===== config.mk =====
export PLATFORM = sky130hd
export DESIGN_NAME = pipeline_flow_ctrl
export DESIGN_NICKNAME = d
export VERILOG_FILES = /design/src/rtl/pipeline_flow_ctrl.sv
export SDC_FILE = /design/constraint.sdc
export NUM_CORES = 1
export LEC_CHECK = 0
export CORE_UTILIZATION = 35
export DETAILED_ROUTE_END_ITERATION = 8
export SETUP_SLACK_MARGIN = 0.5
export SYNTH_ARGS = -nofsm -noshare
export SYNTH_HDL_FRONTEND = slang
export SYNTH_SLANG_ARGS = --single-unit

===== constraint.sdc =====
create_clock -name clk -period 11.3 [get_ports clk]
set_input_delay 3.39 -clock clk [delete_from_list [all_inputs] [get_ports clk]]
set_output_delay 3.39 -clock clk [all_outputs]
set_load 0.005 [all_outputs]

===== src/rtl/pipeline_flow_ctrl.sv =====
// Front-end flow controller for a 5-stage MIPS pipeline: turns ID-stage hazard and
// control-flow requests into PC/IF-ID/ID-EX control, with branch wait and perf counters.
module pipeline_flow_ctrl #(
  parameter int WAIT_MAX = 4,
  parameter int CNT_W    = 16
) (
  input  logic             clk,
  input  logic             rst,
  input  logic             stall_req,
  input  logic             branch_req,
  input  logic             jump_req,
  input  logic [1:0]       jump_type,
  input  logic             branch_resolved,
  input  logic             branch_taken,
  output logic             pc_write,
  output logic [1:0]       pc_sel,
  output logic             ifid_write,
  output logic             ifid_flush,
  output logic             idex_bubble,
  output logic             link_write,
  output logic             busy,
  output logic             br_timeout_err,
  output logic [CNT_W-1:0] stall_cnt,
  output logic [CNT_W-1:0] flush_cnt
);

  localparam int WW = (WAIT_MAX > 1) ? $clog2(WAIT_MAX) : 1;
  localparam logic [WW-1:0]    WAIT_LAST = WW'(WAIT_MAX - 1);
  localparam logic [CNT_W-1:0] CNT_MAX   = '1;

  localparam logic [1:0] SEL_PC4  = 2'b00;
  localparam logic [1:0] SEL_BR   = 2'b01;
  localparam logic [1:0] SEL_REG  = 2'b10;
  localparam logic [1:0] SEL_IMM  = 2'b11;

  localparam logic [1:0] JT_JR   = 2'b00;
  localparam logic [1:0] JT_JAL  = 2'b01;
  localparam logic [1:0] JT_JALR = 2'b10;

  typedef enum logic {RUN, BR_WAIT} state_t;

  state_t        state, state_next;
  logic [WW-1:0] wait_cnt, wait_cnt_next;
  logic          err_set;
  logic          stall_take;

  // Outputs are gated off while rst is high so nothing loads during reset.
  always_comb begin
    state_next    = state;
    wait_cnt_next = wait_cnt;
    pc_write      = 1'b0;
    pc_sel        = SEL_PC4;
    ifid_write    = 1'b0;
    ifid_flush    = 1'b0;
    idex_bubble   = 1'b0;
    link_write    = 1'b0;
    busy          = 1'b0;
    err_set       = 1'b0;
    stall_take    = 1'b0;
    if (!rst) begin
      case (state)
        RUN: begin
          pc_write   = 1'b1;
          ifid_write = 1'b1;
          if (stall_req) begin
            pc_write    = 1'b0;
            ifid_write  = 1'b0;
            idex_bubble = 1'b1;
            stall_take  = 1'b1;
          end else if (branch_req) begin
            pc_write      = 1'b0;
            ifid_flush    = 1'b1;
            state_next    = BR_WAIT;
            wait_cnt_next = '0;
          end else if (jump_req) begin
            ifid_flush = 1'b1;
            pc_sel     = (jump_type == JT_JR || jump_type == JT_JALR) ? SEL_REG : SEL_IMM;
            link_write = (jump_type == JT_JAL || jump_type == JT_JALR);
          end
        end
        BR_WAIT: begin
          ifid_write = 1'b1;
          ifid_flush = 1'b1;
          busy       = 1'b1;
          // A resolution arriving on the last wait cycle beats the timeout.
          if (branch_resolved) begin
            pc_write   = 1'b1;
            pc_sel     = branch_taken ? SEL_BR : SEL_PC4;
            state_next = RUN;
          end else begin
            wait_cnt_next = wait_cnt + WW'(1);
            if (wait_cnt == WAIT_LAST) begin
              pc_write   = 1'b1;
              err_set    = 1'b1;
              state_next = RUN;
            end
          end
        end
        default: state_next = RUN;
      endcase
    end
  end

  always_ff @(posedge clk or posedge rst) begin
    if (rst) begin
      state          <= RUN;
      wait_cnt       <= '0;
      br_timeout_err <= 1'b0;
      stall_cnt      <= '0;
      flush_cnt      <= '0;
    end else begin
      state    <= state_next;
      wait_cnt <= wait_cnt_next;
      if (err_set)
        br_timeout_err <= 1'b1;
      if (stall_take && stall_cnt != CNT_MAX)
        stall_cnt <= stall_cnt + 1'b1;
      if (ifid_flush && flush_cnt != CNT_MAX)
        flush_cnt <= flush_cnt + 1'b1;
    end
  end

endmodule


# Word-level counts from Yosys, hierarchy flattened
# Index checks and enable logic that the tools add are counted.
[classes]
eq_ne = 8
muxes = 44
reduce_logical = 6
bitwise = 2
n_addsub = 3
[op_table]
columns = ["op", "count"]
rows = [
  ["$add 16x1->16 const B", 2],
  ["$ne 16x16->1 const B", 2],
  ["$mux 1", 31],
  ["$mux 2", 7],
  ["$pmux 1 s2", 4],
  ["$pmux 2 s2", 2],
  ["$ne 2x2->1 const B", 3],
  ["$eq 2x2->1 const B", 2],
  ["$reduce_and 4->1", 1],
  ["$add 2x1->2 const B", 1],
  ["$eq 2x1->1 const B", 1],
  ["$logic_and 1x1->1", 2],
  ["$logic_not 2->1", 1],
  ["$logic_or 1x1->1", 2],
  ["$not 1->1", 2],
]
[word_totals]
regBits = 36

# Logic depth before layout (Yosys ltp)
[depth]
word_depth = 8
ltp_mapped = 6
mapped_depth_nobuf = 5

# Worst setup path after synthesis
# Ideal clock, no wire load.
[synth_timing]
path_kind = "in2out"
start = "in rst"
end = "out ifid_flush"
arrival_ns = 4.844
n_path_buf = 0
setup_slack_ns = 3.066
stages = 3
required_time_ns = 7.910
path_cell_list = "inv_1 o21ai_1 inv_1"
[synth_between]
elab_chain_cells = 1
[synth_lines]
columns = ["item", "line", "rtl"]
rows = [
  ["start: declaration", "8", "input logic rst,"],
  ["$mux 1", "60", "if (!rst) begin"],
  ["end: declaration", "18", "output logic ifid_flush,"],
]
# No other way between the ends.

# Worst setup path after layout
[layout_timing]
start = "in stall_req"
end = "out ifid_flush"
[layout_between]
elab_chain_cells = 3
[layout_lines]
columns = ["item", "line", "rtl"]
rows = [
  ["start: declaration", "9", "input logic stall_req,"],
  ["$mux 1", "65", "if (stall_req) begin"],
  ["$pmux 1 s2", "61", "case (state)"],
  ["$mux 1", "60", ""],
]
# No other way between the ends.

==> flow_metrics.py <==
metrics = {
    "status": {
        "status": "finished clean",
    },
    "worst_setup_path": {
        "crit_top_cell": "clkdlybuf4s50_1",
        "path_cells": "clkdlybuf4s50_1, o21ba_2, o21ai_1, inv_1, clkdlybuf4s50_1",
        "r2r-end": "stall_cnt[1]",
        "setup.worst_path.class": "input pin to output pin",
        "crit_path_start_kind": "input pin",
        "rr_startpoint": "stall_cnt[0]",
        "worstRegToRegCells": 5,
        "timing.reg2reg.setup_slack_ps": 9210,
        "crit_path_top_delay_cell": "o21ai_1",
        "slowest_delay_ps": 540,
        "arrival_ps": 5420,
        "cp-end-kind": "output pin",
        "path_buf_inv": 3,
        "crit_family": "buffers and inverters",
        "required_ps": 7910,
        "cp_max_fo": 10,
    },
    "floorplan": {
        "start_util": 0.365,
        "fp.dieW_um": 75.0,
        "die_area_mm2": 0.00562,
        "die_y_um": 75.0,
        "core_mm2": 0.00511,
        "io_pins": 50,
        "num_rows": 26,
    },
    "sta": {
        "setup-tns-final_ps": 0,
        "rsz0062_at_grt": "false",
        "fin_crit_ps": 8810,
        "min_period_over_period": 0.780,
        "setup_viol": 0,
        "skew_ps": 5.50,
        "max_freq_mhz": 113,
        "final-hold-violation-count": 0,
        "drv_slew": 0,
        "worst_pin_slew_ps": 759,
        "slew_headroom": 0.490,
    },
    "synth": {
        "ys_top_cells_by_area": "dfrtp_1 (48%), xor2_1 (8.9%), xnor2_1 (4.7%)",
        "synth_seq_area_share": 0.483,
        "synth_fp_nets": 191,
        "yosys.area.top_type": "dfrtp_1",
        "synth_edf_count": 0,
        "ys_types": 36,
        "avgSynthCellArea_um2": 10.4,
        "ys_seq_elements": 36,
        "yosys_warnings": 0,
        "synthFlopType": "dfrtp_1",
        "synth_top_area_share": 0.483,
        "async_flop_share": 1.00,
        "synth_area_mm2": 0.00186,
        "syn-instance-count": 179,
    },
    "final_layout": {
        "antenna_cells": 0,
        "layout-area-overhead-vs-synth_pct": 36.1,
        "nFillCells": 501,
        "final_cell_mix": "clkdlybuf4s50_1 (49), dfrtp_1 (36), xor2_1 (19)",
        "layout_commonest_cell": "clkdlybuf4s50_1",
        "drive_above_1_share": 0.0769,
        "nets": 246,
    },
    "worst_hold_path": {
        "hold_end": "br_timeout_err",
        "holdCritPathClass": "flop to flop",
        "worstHoldPathCells": 1,
        "min_from": "br_timeout_err",
    },
    "pwr": {
        "ir_drop_mv": 0.0962,
        "powerDensity_mw_per_mm2": 165,
        "total_power_uw": 420,
        "p_leak_uw": 0.00109,
    },
    "cts": {
        "h-tree-depth": 2,
        "numCtsBuffers": 5,
        "insertion_delay_ps": 280,
        "cts_resized": 0,
        "cts_setup_buffers": 0,
        "numClockSinks": 36,
        "postCtsHoldBufs": 0,
        "max-clock-path-buffers": 2,
        "clk_pin_slew_ps": 60,
        "clock_tree.root_cell": "clkbuf_8",
        "cts_tree": "done",
    },
    "run": {
        "maxCapViolCount": 0,
    },
    "detailed_routing": {
        "vias_per_cell": 5.15,
        "drc": 0,
        "wirelength_um": 4120,
        "routedWlPerCell_um": 13.6,
        "drt-initial-drc-count": 86,
        "vias": 1566,
        "drtPass1Iterations": 4,
        "ant_nets": 0,
    },
    "global_route": {
        "grt_use_total": 0.158,
        "antenna_found_initial": 0,
        "grt_max_degree": 38,
        "grt_first_pass_wirelength_um": 6600,
        "overflow": 0,
        "first_global_vias": 1378,
    },
    "placement": {
        "place.gp.congestion": 0.805,
        "place_hpwl_um": 3010,
        "io_buffers": 49,
    },
}
final cells by class:
type / count / area (µm²) / share of cell area
multi-input combinational: 135 / 932 / 0.367
sequential: 36 / 901 / 0.355
timing repair buffer: 50 / 498 / 0.196
clock buffer: 7 / 96.3 / 0.0380
tap: 70 / 87.6 / 0.0345
inverter: 6 / 22.5 / 0.00888
metal layers:
metal / vias up / GRT usage / part of all wire
met1: 757 / 0.228 / 0.49
met3: 6 / 0.0428 / 0.050
met5: - / 0 / 0
met2: 45 / 0.227 / 0.44
met4: 0 / 0.0566 / 0.017
li1: 758 / - / -
synth_stat cells, types with 3 or more instances:
library cell   n
dfrtp_1       36
xor2_1        19
a21oi_1       12
nand4_1       11
nand2_1       10
nand3_1       10
xnor2_1       10
nor3_1         7
and3_1         6
and4_1         6
inv_1          6
nor2_1         6
and2_1         5
a211oi_1       4
ha_1           3
o21ai_0        3
report_power, final:
part           total (µW)  leakage (µW)  switching, µW  internal, µW
logic                 127      0.000568           49.0          77.7
clock network        95.9     0.0000503           41.7          54.2
registers             197      0.000467           39.7           157
total                 420       0.00109            130           289
metrics by stage:
stage / setup WS (ps) / instance area [µm²] / std cells / hold WS [ps] / util
after floorplan: 3070 / 1860 / 179 / 466 / -
after global placement: 2550 / 2440 / 297 / 454 / 0.478
after detailed placement: 2510 / 2440 / 297 / 458 / 0.478
after CTS: 2500 / 2540 / 304 / 473 / 0.497
after global routing: 2340 / 2540 / 304 / 481 / 0.497
final: 2490 / 2540 / 304 / 470 / 0.497
state kept, by name (all words and copies together) (netlist names):
name and flops:
wait_cnt 2, stall_cnt 16, br_timeout_err 1, state 1
flush_cnt 16
kinds of logic (layout without fill, tap and decap cells):
logic type	count (synthesis)	count (layout)	synth area share
AOI/OAI and AO/OA	27	27	0.0893
buffers and inverters	8	63	0.0168
muxes	2	2	0.0121
DFF	36	36	0.483
adders and majority gates	3	3	0.0201
xor gates and xnor gates	29	29	0.136
and+or+nand+nor	74	74	0.242
worst max path at each step:
stage | from | end | slack, ps | depth (start not counted)
5_1_grt | stall_req | ifid_flush | 2340 | 5
3_3_place_gp | stall_req | ifid_flush | 2550 | 5
6_report | stall_req | ifid_flush | 2490 | 5
2_1_floorplan | rst | ifid_flush | 3070 | 3
4_1_cts | stall_req | ifid_flush | 2500 | 5
3_5_place_dp | stall_req | ifid_flush | 2510 | 5
(Power assumes the default switching activity.)
